==> src/rtl/div_unit_pkg.sv <==
// Shared types and handshake encodings for the multi-cycle restoring divider.
package div_unit_pkg;

  typedef enum logic [1:0] {
    DIV_FREE   = 2'b00,
    DIV_BYZERO = 2'b01,
    DIV_ON     = 2'b10,
    DIV_END    = 2'b11
  } div_state_e;

  localparam logic DIV_START       = 1'b1;
  localparam logic DIV_STOP        = 1'b0;
  localparam logic DIV_RES_READY   = 1'b1;
  localparam logic DIV_RES_NOREADY = 1'b0;

endpackage

==> src/rtl/div_unit_if.sv <==
// EX <-> divider handshake: EX (master) drives operands/start/annul, divider (slave) returns result/ready.
interface div_unit_if #(
  parameter int DATA_W = 32
);
  import div_unit_pkg::*;

  logic                  signed_div_i;
  logic [DATA_W-1:0]     opdata1_i;
  logic [DATA_W-1:0]     opdata2_i;
  logic                  start_i;
  logic                  annul_i;
  logic [2*DATA_W-1:0]   result_o;
  logic                  ready_o;

  modport master (
    output signed_div_i, opdata1_i, opdata2_i, start_i, annul_i,
    input  result_o, ready_o
  );

  modport slave (
    input  signed_div_i, opdata1_i, opdata2_i, start_i, annul_i,
    output result_o, ready_o
  );

endinterface

==> src/rtl/div_unit_step.sv <==
// One restoring-division iteration on the {rem, quo} partial register.
module div_unit_step #(
  parameter int DATA_W = 32
) (
  input  logic [2*DATA_W-1:0] i_part,
  input  logic [DATA_W-1:0]   i_divisor,
  output logic [2*DATA_W-1:0] o_part
);

  logic [DATA_W:0]   w_shrem;
  logic [DATA_W:0]   w_diff;
  logic              w_take;

  // The shifted remainder needs DATA_W+1 bits; when its top bit is set it already exceeds the divisor.
  assign w_shrem = i_part[2*DATA_W-1:DATA_W-1];
  assign w_diff  = {1'b0, w_shrem[DATA_W-1:0]} - {1'b0, i_divisor};
  assign w_take  = w_shrem[DATA_W] | ~w_diff[DATA_W];

  assign o_part = w_take ? {w_diff[DATA_W-1:0], i_part[DATA_W-2:0], 1'b1}
                         : {w_shrem[DATA_W-1:0], i_part[DATA_W-2:0], 1'b0};

endmodule

==> src/rtl/div_unit.sv <==
// Multi-cycle 32/32 signed/unsigned divider for DIV/DIVU; returns {remainder, quotient}.
module div_unit
  import div_unit_pkg::*;
#(
  parameter int DATA_W = 32,
  parameter int CNT_W  = 6
) (
  input  logic       clk,
  input  logic       Rst_n,
  div_unit_if.slave  bus
);

  div_state_e            r_state, w_state_nxt;
  logic [CNT_W-1:0]      r_cnt, w_cnt_nxt;
  logic [2*DATA_W-1:0]   r_result, w_result_nxt;
  logic                  r_ready, w_ready_nxt;

  logic [2*DATA_W-1:0]   r_part, w_part_nxt;
  logic [DATA_W-1:0]     r_divisor, w_divisor_nxt;
  logic                  r_signed, w_signed_nxt;
  logic                  r_sign1, w_sign1_nxt;
  logic                  r_sign2, w_sign2_nxt;

  logic [2*DATA_W-1:0]   w_step;
  logic                  w_neg1, w_neg2;
  logic [DATA_W-1:0]     w_abs1, w_abs2;
  logic [DATA_W-1:0]     w_quo_fix, w_rem_fix;

  function automatic logic [DATA_W-1:0] neg(input logic [DATA_W-1:0] x);
    return ~x + {{(DATA_W-1){1'b0}}, 1'b1};
  endfunction

  div_unit_step #(.DATA_W(DATA_W)) u_step (
    .i_part    (r_part),
    .i_divisor (r_divisor),
    .o_part    (w_step)
  );

  assign w_neg1 = bus.signed_div_i & bus.opdata1_i[DATA_W-1];
  assign w_neg2 = bus.signed_div_i & bus.opdata2_i[DATA_W-1];
  assign w_abs1 = w_neg1 ? neg(bus.opdata1_i) : bus.opdata1_i;
  assign w_abs2 = w_neg2 ? neg(bus.opdata2_i) : bus.opdata2_i;

  assign w_quo_fix = (r_signed & (r_sign1 ^ r_sign2)) ? neg(r_part[DATA_W-1:0])
                                                       : r_part[DATA_W-1:0];
  assign w_rem_fix = (r_signed & r_sign1) ? neg(r_part[2*DATA_W-1:DATA_W])
                                          : r_part[2*DATA_W-1:DATA_W];

  always_comb begin
    w_state_nxt   = r_state;
    w_cnt_nxt     = r_cnt;
    w_result_nxt  = r_result;
    w_ready_nxt   = r_ready;
    w_part_nxt    = r_part;
    w_divisor_nxt = r_divisor;
    w_signed_nxt  = r_signed;
    w_sign1_nxt   = r_sign1;
    w_sign2_nxt   = r_sign2;
    case (r_state)
      DIV_FREE: begin
        w_result_nxt = '0;
        w_ready_nxt  = DIV_RES_NOREADY;
        if (bus.start_i == DIV_START && !bus.annul_i) begin
          if (bus.opdata2_i == '0) begin
            w_state_nxt = DIV_BYZERO;
          end else begin
            w_state_nxt   = DIV_ON;
            w_cnt_nxt     = '0;
            w_part_nxt    = {{DATA_W{1'b0}}, w_abs1};
            w_divisor_nxt = w_abs2;
            w_signed_nxt  = bus.signed_div_i;
            w_sign1_nxt   = w_neg1;
            w_sign2_nxt   = w_neg2;
          end
        end
      end
      DIV_BYZERO: begin
        w_result_nxt = '0;
        if (bus.annul_i) begin
          w_state_nxt = DIV_FREE;
          w_ready_nxt = DIV_RES_NOREADY;
        end else begin
          w_state_nxt = DIV_END;
          w_ready_nxt = DIV_RES_READY;
        end
      end
      DIV_ON: begin
        if (bus.annul_i || bus.start_i == DIV_STOP) begin
          w_state_nxt  = DIV_FREE;
          w_result_nxt = '0;
          w_ready_nxt  = DIV_RES_NOREADY;
        end else if (r_cnt == CNT_W'(DATA_W)) begin
          w_state_nxt  = DIV_END;
          w_result_nxt = {w_rem_fix, w_quo_fix};
          w_ready_nxt  = DIV_RES_READY;
        end else begin
          w_part_nxt = w_step;
          w_cnt_nxt  = r_cnt + CNT_W'(1);
        end
      end
      DIV_END: begin
        if (bus.annul_i || bus.start_i == DIV_STOP) begin
          w_state_nxt  = DIV_FREE;
          w_result_nxt = '0;
          w_ready_nxt  = DIV_RES_NOREADY;
        end
      end
      default: begin
        w_state_nxt  = DIV_FREE;
        w_result_nxt = '0;
        w_ready_nxt  = DIV_RES_NOREADY;
      end
    endcase
  end

  always_ff @(posedge clk) begin
    if (!Rst_n) begin
      r_state  <= DIV_FREE;
      r_cnt    <= '0;
      r_result <= '0;
      r_ready  <= DIV_RES_NOREADY;
    end else begin
      r_state  <= w_state_nxt;
      r_cnt    <= w_cnt_nxt;
      r_result <= w_result_nxt;
      r_ready  <= w_ready_nxt;
    end
  end

  // Datapath registers carry no reset; they are always reloaded before use.
  always_ff @(posedge clk) begin
    r_part    <= w_part_nxt;
    r_divisor <= w_divisor_nxt;
    r_signed  <= w_signed_nxt;
    r_sign1   <= w_sign1_nxt;
    r_sign2   <= w_sign2_nxt;
  end

  assign bus.result_o = r_result;
  assign bus.ready_o  = r_ready;

endmodule

==> src/flat_wrapper.sv <==
// flat-port wrapper written by rule: the top's interface ports become plain ports
module div_unit_flat import div_unit_pkg::*;
#(
  parameter int DATA_W = 32,
  parameter int CNT_W  = 6
)
  (clk, Rst_n, bus_signed_div_i, bus_opdata1_i, bus_opdata2_i, bus_start_i, bus_annul_i, bus_result_o, bus_ready_o);
  div_unit_if #(.DATA_W(DATA_W)) bus_i ();
  input  logic clk;
  input  logic Rst_n;
  input wire logic [$bits(bus_i.signed_div_i)-1:0] bus_signed_div_i;
  input wire logic [$bits(bus_i.opdata1_i)-1:0] bus_opdata1_i;
  input wire logic [$bits(bus_i.opdata2_i)-1:0] bus_opdata2_i;
  input wire logic [$bits(bus_i.start_i)-1:0] bus_start_i;
  input wire logic [$bits(bus_i.annul_i)-1:0] bus_annul_i;
  output wire logic [$bits(bus_i.result_o)-1:0] bus_result_o;
  output wire logic [$bits(bus_i.ready_o)-1:0] bus_ready_o;
  assign bus_i.signed_div_i = bus_signed_div_i;
  assign bus_i.opdata1_i = bus_opdata1_i;
  assign bus_i.opdata2_i = bus_opdata2_i;
  assign bus_i.start_i = bus_start_i;
  assign bus_i.annul_i = bus_annul_i;
  assign bus_result_o = bus_i.result_o;
  assign bus_ready_o = bus_i.ready_o;
  div_unit #(.DATA_W(DATA_W), .CNT_W(CNT_W)) u_core (.clk(clk), .Rst_n(Rst_n), .bus(bus_i));
endmodule
==> config.mk <==
export PLATFORM = sky130hd
export DESIGN_NAME = div_unit_flat
export DESIGN_NICKNAME = d
export VERILOG_FILES = /design/src/rtl/div_unit_pkg.sv /design/src/rtl/div_unit_if.sv /design/src/rtl/div_unit_step.sv /design/src/rtl/div_unit.sv /design/src/flat_wrapper.sv
export SDC_FILE = /design/constraint.sdc
export NUM_CORES = 1
export LEC_CHECK = 0
export ABC_CLOCK_PERIOD_IN_PS = 5600
export BUFFER_PORTS_ARGS = -buffer_cell sky130_fd_sc_hd__buf_2
export CORE_MARGIN = 2
export CORE_UTILIZATION = 64
export DETAILED_ROUTE_END_ITERATION = 8
export GPL_TIMING_DRIVEN = 0
export HOLD_SLACK_MARGIN = 0.06
export PLACE_DENSITY_LB_ADDON = 0.15
export SYNTH_ARGS = -nofsm -noshare
export SYNTH_HDL_FRONTEND = slang
export SYNTH_SLANG_ARGS = --single-unit
==> constraint.sdc <==
create_clock -name clk -period 5.6 [get_ports clk]
set_clock_uncertainty 0.2 [all_clocks]
set_input_delay 0.56 -clock clk [delete_from_list [all_inputs] [get_ports clk]]
set_output_delay 0.56 -clock clk [all_outputs]
set_load 0.01 [all_outputs]
==> results of run 1 <==
registers in the layout, indices dropped and copies added, names as in the netlist:
signal	flops
u_core.r_cnt	6
u_core.r_signed	1
u_core.r_sign2	1
u_core.bus.result_o	64
u_core.r_divisor	32
u_core.r_state	2
u_core.bus.ready_o	1
u_core.r_sign1	1
u_core.r_part	64
power groups by stage:
stage | clock network [mW] | logic, mW | registers (mW)
4_1_cts | 1.17 | 1.71 | 1.78
3_3_place_gp | 0 | 1.63 | 1.80
3_5_place_dp | 0 | 1.68 | 1.80
6_report | 1.18 | 1.75 | 1.78
2_1_floorplan | 0 | 1.24 | 1.76
5_1_grt | 1.22 | 1.93 | 1.80
placed cells by master (no fill, tap or decap), types with 4 or more instances in the layout:
cell and count:
a211oi_1 7, a21boi_0 5, a21boi_1 7, a21o_1 10, a21oi_1 97, a22oi_1 30
a31oi_1 13, and2_1 13, buf_2 138, clkbuf_1 47, clkbuf_16 17, clkinv_4 4
dfxtp_1 73, edfxtp_1 99, ha_1 42, inv_1 59, inv_6 4, nand2_1 169
nand2b_1 13, nand3_1 17, nand4_1 4, nor2_1 74, nor2b_1 47, nor3_1 39
nor4_1 10, o211ai_1 7, o21a_1 10, o21ai_0 84, o21ai_1 27, o21bai_1 7
o31ai_1 16, o41ai_1 9, or3_1 7, or4_1 10, xnor2_1 72, xor2_1 71
critical path, stage by stage, from the launching register on:
cell and delay [ns]:
edfxtp_1 0.45, inv_1 0.20, ha_1 0.26, fa_1 0.38
nand2b_1 0.19, a21oi_1 0.32, o211ai_1 0.26, a21oi_1 0.36
o21ai_1 0.17, nand2_1 0.36, clkbuf_1 0.43, a211oi_1 0.16
per-layer routing:
| metal | wire, um | part of all wire | up-vias |
|---|---|---|---|
| met5 | 13 | 0.00044 | - |
| met4 | 643 | 0.022 | 2 |
| met3 | 2700 | 0.091 | 48 |
| met2 | 13600 | 0.46 | 452 |
| met1 | 12600 | 0.43 | 4722 |
| li1 | - | - | 4786 |
worst paths after layout:
check	slack (ns)	end
worst max-delay path	1.58	u_core.r_part[51]
worst min-delay path	0.15	u_core.r_divisor[0]
worst max register to register	1.58	u_core.r_part[51]
worst min register to register	0.24	u_core.bus.result_o[60]
cell type report:
cell class                      count  share of cell area
Buffer                             53              0.0164
Inverter                           61              0.0183
Timing Repair Buffer              134              0.0547
Multi-Input combinational cell    968               0.489
Tap cell                          220              0.0220
Clock buffer                       18              0.0351
Clock inverter                     14              0.0105
Sequential cell                   172               0.354
per-stage QoR:
step / setup WS (ns) / power (mW) / instances
2_1_floorplan: 2.43 / 3.00 / 1254
3_3_place_gp: 1.64 / 3.43 / 1607
3_5_place_dp: 1.65 / 3.48 / 1608
4_1_cts: 1.69 / 4.66 / 1640
5_1_grt: 1.36 / 4.95 / 1640
6_report: 1.58 / 4.71 / 1640
logic make-up after synthesis:
kind of cell    Yosys count  synth area share
compound gates          344             0.191
xor+xnor                143             0.114
fa+ha+maj                43            0.0496
buf+inv                 114            0.0395
flops                   172             0.403
mux                       2           0.00182
simple gates            436             0.201
==> flow_metrics.tcl, run 1 <==
set metrics [dict create \
    outcome "finished, final reports clean" \
    root_buffer "clkbuf_16" \
    critPathArrivalTime_ns 3.99 \
    vias 10010 \
    io_pins 134 \
    postCtsSetupBuffers 0 \
    gr-usage-all-layers 0.328 \
    nFillCells 1279 \
    drc 0 \
    die_x_um 135 \
    synth_area_leader_cell "edfxtp_1" \
    grt_max_degree 37 \
    area_growth_pct 13.9 \
    layout.nets 1519 \
    hold_viol 0 \
    synth_edf_count 99 \
    grt_pass1_vias 9377 \
    core_sq_mm 0.0167 \
    hpwl_um 21900 \
    slew_headroom 0.428 \
    post-route-util 0.750 \
    r2r.worst_path.cells 11 \
    clk-insertion-delay-late_ns 0.44 \
    seqPwrFrac 0.379 \
    floorplan.initialDensity 0.658 \
    final-setup-viol-count 0 \
    syn-num-nets 1366 \
    synth_area_sq_mm 0.0110 \
    htree_levels 4 \
    stdcell_area_sq_mm 0.0125 \
    clk_pin_slew_ns 0.07 \
    grt-ovfl-total 0 \
    crit_start "u_core.r_part[31]" \
    cts.sinks 172 \
    synthTopCellsByCount "169 x nand2_1, 99 x edfxtp_1, 97 x a21oi_1" \
    vdd_ir_drop_max_v 0.000251 \
    p_leak_nw 4.87 \
    cp_max_fo 10 \
    crit_path_start_kind "register" \
    holdBufCountCts 0 \
    cellPowerDensity_mw_per_mm2 376 \
    worst-slew-pin-transition_ns 0.858 \
    final-seq-area_sq_mm 0.00443 \
    reg2reg_from "u_core.r_part[31]" \
    intPower_mw 2.86 \
    grt_antenna_before_repair 1 \
    yosysWarningCount 0 \
    fin_tns_setup_ns 0 \
    synth.distinct_cells 67 \
    power_switching_share 0.392 \
    grt_pass1_wl_um 46800 \
    synth.avg_cell_area_sq_um 8.77 \
    cts_resized 0 \
    required_ns 5.56 \
    slew_violations 0 \
    cts_tree "built" \
    ant_nets 0 \
    syn_inst 1254 \
    end_kind "register" \
    min_period_ns 4.02 \
    synthArstFlopShare 0 \
    timing.hold.ws_ns 0.152 \
    drive_gt1_frac 0.136 \
    numCtsBuffers 17 \
    rows 47 \
    hp-class "in2reg" \
    ys_seq_area_frac 0.403 \
    grt_util_met1 0.452 \
    path_class "reg2reg" \
    synthFlopType "edfxtp_1" \
    antenna_cells 0 \
    fin_crit_sh 0.719 \
    use_met2 0.517 \
    drt_iter0_drc 1038 \
    multi_input_area_sq_mm 0.00613 \
    synth.top_cell.area_share 0.270 \
    drv_cap 0 \
    placed_cell_area_sq_mm 0.0120 \
    clockBufferDepth 2 \
    wl_per_cell_um 18.0 \
    die-area_sq_mm 0.0182 \
    combinationalPowerShare 0.371 \
    top_usage_layer "met2" \
    fmax_ghz 0.248 \
    switching_power_mw 1.85 \
    totalWireLength_um 29600 \
    ys_top_cells_by_area "edfxtp_1 27%, dfxtp_1 13%, nand2_1 5.8%" \
    portBuffers 133 \
    hold_depth 1 \
    min-delay-start "bus_opdata2_i[0]" \
    grtUsageMet3 0.0687 \
    via_per_inst 6.10 \
    gp_congestion 0.928 \
    ys_seq_elements 172 \
    die_y_um 135 \
    pwr-share-clk 0.250 \
    rsz0062_at_grt "no" \
    dr.pass1.iters 7 \
    synth.most_common_cell "nand2_1" \
]
No activity file was read; power rests on OpenSTA's default activity.
==> inputs of run 2 (changes only) <==
--- a/config.mk
+++ b/config.mk
@@ -5,10 +5,10 @@
 export SDC_FILE = /design/constraint.sdc
 export NUM_CORES = 1
 export LEC_CHECK = 0
-export ABC_CLOCK_PERIOD_IN_PS = 5600
+export ABC_CLOCK_PERIOD_IN_PS = 4100
 export BUFFER_PORTS_ARGS = -buffer_cell sky130_fd_sc_hd__buf_2
 export CORE_MARGIN = 2
-export CORE_UTILIZATION = 64
+export CORE_UTILIZATION = 59
 export DETAILED_ROUTE_END_ITERATION = 8
 export GPL_TIMING_DRIVEN = 0
 export HOLD_SLACK_MARGIN = 0.06
==> constraint.sdc (replaced) <==
create_clock -name clk -period 4.1 [get_ports clk]
set_clock_uncertainty 0.2 [all_clocks]
set_input_delay 0.41 -clock clk [delete_from_list [all_inputs] [get_ports clk]]
set_output_delay 0.41 -clock clk [all_outputs]
set_load 0.01 [all_outputs]
==> run 2 against run 1 <==
First-iteration DRC count down 6.5%. Via count fell by 1.5%. Non-clock buffer count up 1. Worst hold slack got worse by 0.069 ns. Critical endpoint is now u_core.r_part[46]. Sequential share of layout area decreased by 0.056 points. Combinational power up 34%. Die area is 8.2% higher. Sequential power up 37%. Final cell count is 0.61% higher. Register-to-register slack lost 1.3 ns. Flip-flop and latch count did not move.
==> flow_metrics.tcl, run 2 (synthesized netlist as in run 1, its figures left out) <==
set metrics [dict create \
    fin_crit_sh 0.932 \
    io_pins 134 \
    die_y_um 141 \
    hp-class "in2reg" \
    drive_gt1_frac 0.139 \
    portBuffers 133 \
    timing.hold.ws_ns 0.0830 \
    fin_total_pwr_mw 6.37 \
    outcome "finished, final reports clean" \
    via_per_inst 5.97 \
    numCtsBuffers 17 \
    grt_pass1_vias 9089 \
    required_ns 4.19 \
    clockBufferDepth 2 \
    layout.nets 1520 \
    cts_tree "built" \
    worst-slew-pin-transition_ns 0.848 \
    end_kind "register" \
    post-route-util 0.692 \
    vdd_ir_drop_max_v 0.000318 \
    die-area_sq_mm 0.0197 \
    drv_cap 0 \
    hold_viol 0 \
    drt_iter0_drc 971 \
    path_class "reg2reg" \
    grt_max_degree 40 \
    crit_path_start_kind "register" \
    gr-usage-all-layers 0.294 \
    dr.pass1.iters 6 \
    clk-insertion-delay-late_ns 0.44 \
    p_leak_nw 4.89 \
    hpwl_um 21900 \
    critPathArrivalTime_ns 3.91 \
    root_buffer "clkbuf_16" \
    min-delay-start "bus_signed_div_i" \
    rr_endpoint "u_core.r_part[46]" \
    vias 9855 \
    final-setup-viol-count 0 \
    area_growth_pct 14.1 \
    clk_pin_slew_ns 0.07 \
    min_period_ns 3.82 \
    rrSetupSlack_ns 0.28 \
    cts.sinks 172 \
    crit_end "u_core.r_part[46]" \
    antenna_cells 0 \
    fin_tns_setup_ns 0 \
    core_sq_mm 0.0181 \
    fmax_ghz 0.262 \
    slew_headroom 0.434 \
    floorplan.initialDensity 0.606 \
    placed_cell_area_sq_mm 0.0120 \
    totalWireLength_um 28900 \
    ant_nets 0 \
    die_x_um 141 \
    slew_violations 0 \
    layout_commonest_cell "nand2_1" \
    r2r.worst_path.cells 12 \
    gp_congestion 0.920 \
    grt_antenna_before_repair 0 \
    final_cell_mix "168 x nand2_1, 138 x buf_2, 99 x edfxtp_1" \
    wl_per_cell_um 17.5 \
    rsz0062_at_grt "no" \
    crit_start "u_core.r_part[31]" \
    grt_pass1_wl_um 45900 \
    cp_max_fo 7 \
    htree_levels 4 \
    stdcell_area_sq_mm 0.0125 \
    rows 49 \
    grt-ovfl-total 0 \
    drc 0 \
    cellPowerDensity_mw_per_mm2 508 \
    reg2reg_from "u_core.r_part[31]" \
]
run 2: cell types whose count changed in the layout (fill, tap and decap cells not counted), moves of 2 or more:
cell / previous run / this run
clkinv_4: 4 / 2
inv_8: 0 / 4
clkbuf_2: 0 / 2
clkbuf_1: 47 / 45
run 2: timing repair:
item,CTS,global route
gates resized for setup,0,6
buffers inserted,0,0
hold buffers,1,0
hold endpoints to repair,1,0
endpoints found under the setup margin,0,32
run 2: where the power goes:
part	total, mW	switching [mW]	internal (mW)
registers	2.44	0.254	2.18
clock network	1.58	0.766	0.818
logic	2.35	1.49	0.865
total	6.37	2.51	3.87
run 2: worst min-delay path by stage:
stage                              end  slack [ns]  depth (start not counted)
2_1_floorplan          u_core.r_cnt[1]        0.26                          2
3_3_place_gp   u_core.bus.result_o[59]        0.23                          2
3_5_place_dp   u_core.bus.result_o[28]        0.23                          2
4_1_cts           u_core.r_divisor[10]        0.07                          2
5_1_grt                u_core.r_signed        0.07                          1
6_report               u_core.r_signed        0.08                          1
run 2: per-stage QoR:
step / std cells / worst slack, ns
finish: 1650 / 0.281
detailed placement: 1617 / 0.235
CTS: 1650 / 0.167
global placement: 1616 / 0.230
floorplan: 1254 / 1.08
global route: 1650 / 0.00325
run 2: layout make-up:
class                   instances  area, sq um
plain buffers                  53          208
clock buffers                  18          439
clock inverters                14          121
fillers                      1497         5600
inverters                      61          229
multi-input cells             968         6140
flip-flops and latches        172         4430
well taps                     229          287
repair buffers                135          696
run 2: routing by layer:
layer | up-vias | wire [um] | GRT usage
li1 | 4798 | - | -
met1 | 4603 | 13100 | 0.423
met2 | 406 | 12600 | 0.450
met3 | 48 | 2420 | 0.0581
met4 | 0 | 804 | 0.0968
met5 | - | 0 | 0
run 2: worst max-delay path: stages (launching register included):
cell and delay, ns:
edfxtp_1 0.44, inv_1 0.18, ha_1 0.26, fa_1 0.38, nand2b_1 0.19, a21oi_1 0.32, o211ai_1 0.30, a21oi_2 0.29
o21ai_1 0.14, and2_1 0.17, clkbuf_1 0.23, or3b_1 0.42, a21oi_1 0.14
==> inputs of run 3 (changes only) <==
==> constraint.sdc (replaced) <==
create_clock -name clk -period 4.1 [get_ports clk]
set_clock_uncertainty 0.2 [all_clocks]
set_input_delay 0.205 -clock clk [delete_from_list [all_inputs] [get_ports clk]]
set_output_delay 0.205 -clock clk [all_outputs]
set_load 0.01 [all_outputs]
==> run 3 against run 2 <==
Sequential power hardly changed. Worst hold slack worse by 0.011 ns. Global-route usage is 1.4 points higher. Flip-flop and latch count stayed put. Critical path depth stayed put.
==> flow_metrics.tcl, run 3 (synthesized netlist as in run 1, its figures left out) <==
set metrics [dict create \
    die_x_um 141 \
    hpwl_um 21900 \
    wl_per_cell_um 17.5 \
    drt_iter0_drc 881 \
    die-area_sq_mm 0.0197 \
    gr-usage-all-layers 0.309 \
    min_period_ns 3.80 \
    rows 49 \
    final-instance-count-excl-fill 1717 \
    antenna_cells 0 \
    layout_commonest_cell "nand2_1" \
    clk-insertion-delay-late_ns 0.44 \
    grt_pass1_vias 9607 \
    floorplan.initialDensity 0.606 \
    crit_path_start_kind "register" \
    grt_pass1_wl_um 48200 \
    path_class "reg2reg" \
    postCtsSetupBuffers 0 \
    grt_antenna_before_repair 0 \
    cp_cell_sequence "inv_1 -> ha_1 -> fa_1 -> nand2b_1 -> a21oi_1 -> o211ai_1 -> a21oi_2 -> o21ai_1 -> and2_1 -> clkbuf_1 -> or3b_1 -> a21oi_1" \
    hold_viol 0 \
    outcome "finished, final reports clean" \
    slew_headroom 0.428 \
    slew_violations 0 \
    cp_max_fo 7 \
    slowest_delay_ns 0.44 \
    rsz0062_at_grt "no" \
    vias 10186 \
    cellPowerDensity_mw_per_mm2 486 \
    die_y_um 141 \
    required_ns 4.19 \
    fmax_ghz 0.263 \
    core_sq_mm 0.0181 \
    root_buffer "clkbuf_16" \
    final_cell_mix "168 x nand2_1, 138 x buf_2, 99 x edfxtp_1" \
    io_pins 134 \
    htree_levels 4 \
    clockBufferDepth 2 \
    area_growth_pct 20.2 \
    cts.sinks 172 \
    fin_tns_setup_ns 0 \
    nFillCells 1393 \
    rrSetupSlack_ns 0.30 \
    drv_cap 0 \
    cp_common_cell "a21oi_1" \
    ant_nets 0 \
    gp_congestion 0.920 \
    dp.cells 1617 \
    totalWireLength_um 30100 \
    post-route-util 0.728 \
    layout.nets 1587 \
    clk_pin_slew_ns 0.08 \
    critPathArrivalTime_ns 3.89 \
    hp-class "in2reg" \
    drc 0 \
    via_per_inst 5.93 \
    cts_tree "built" \
    grt_max_degree 40 \
    fin_crit_sh 0.927 \
    dr.pass1.iters 6 \
    drive_gt1_frac 0.132 \
    grt-ovfl-total 0 \
    p_leak_nw 5.16 \
    end_kind "register" \
    final-setup-viol-count 0 \
    numCtsBuffers 17 \
    vdd_ir_drop_max_v 0.000316 \
    worst-slew-pin-transition_ns 0.857 \
    slowest_stage "edfxtp_1" \
    portBuffers 133 \
]
-- run 3: power by group --
part / internal (mW) / leakage [nW] / total (mW) / switching, mW
combinational: 0.911 / 3.36 / 2.41 / 1.50
sequential: 2.18 / 1.52 / 2.44 / 0.254
clock: 0.818 / 0.285 / 1.58 / 0.759
-- run 3: layout make-up --
type	instances	area (sq um)	share of cell area
multi-input combinational	968	6140	0.464
clock inverter	14	121	0.00918
timing repair buffer	202	1370	0.103
tap	229	287	0.0217
buffer	53	208	0.0157
sequential	172	4430	0.335
inverter	61	229	0.0173
clock buffer	18	439	0.0332
-- run 3: final timing paths --
check                                               end                     from  cells after the start
worst max register to register        u_core.r_part[46]        u_core.r_part[31]                     12
worst min-delay path                   u_core.r_part[9]         bus_opdata1_i[9]                      3
worst max-delay path                  u_core.r_part[46]        u_core.r_part[31]                     12
worst min register to register  u_core.bus.result_o[61]  u_core.bus.result_o[61]                      2
-- run 3: routing by layer --
layer,vias to the layer above,track usage,share of wire
li1,4927,-,-
met1,4730,0.427,0.44
met2,458,0.481,0.44
met3,71,0.0656,0.088
met4,0,0.113,0.035
met5,-,0,0
-- run 3: through the flow --
step / power, mW / hold slack, ns / cell area, sq um / worst slack (ns)
after floorplan: 4.10 / 0.104 / 11000 / 1.10
after global placement: 4.71 / 0.230 / 11900 / 0.230
after detailed placement: 4.76 / 0.235 / 12000 / 0.235
after CTS: 6.39 / 0.0657 / 13200 / 0.167
after global routing: 6.80 / 0.0851 / 13200 / 0.00325
final: 6.43 / 0.0719 / 13200 / 0.300
-- run 3: what timing repair did --
| item | 4_1_cts | 5_1_grt |
|---|---|---|
| setup endpoints to repair | 0 | 32 |
| hold buffers | 68 | 0 |
| gates resized for setup | 0 | 6 |
| hold endpoints to repair | 59 | 0 |
-- run 3: worst max-delay path: cells and delay by family (launching register included) --
family	cells	cell delay [ns]
AOI/OAI and AO/OA	5	1.17
adders and majority gates	2	0.64
buffers and inverters	2	0.41
DFF	1	0.44
and+or+nand+nor	3	0.78
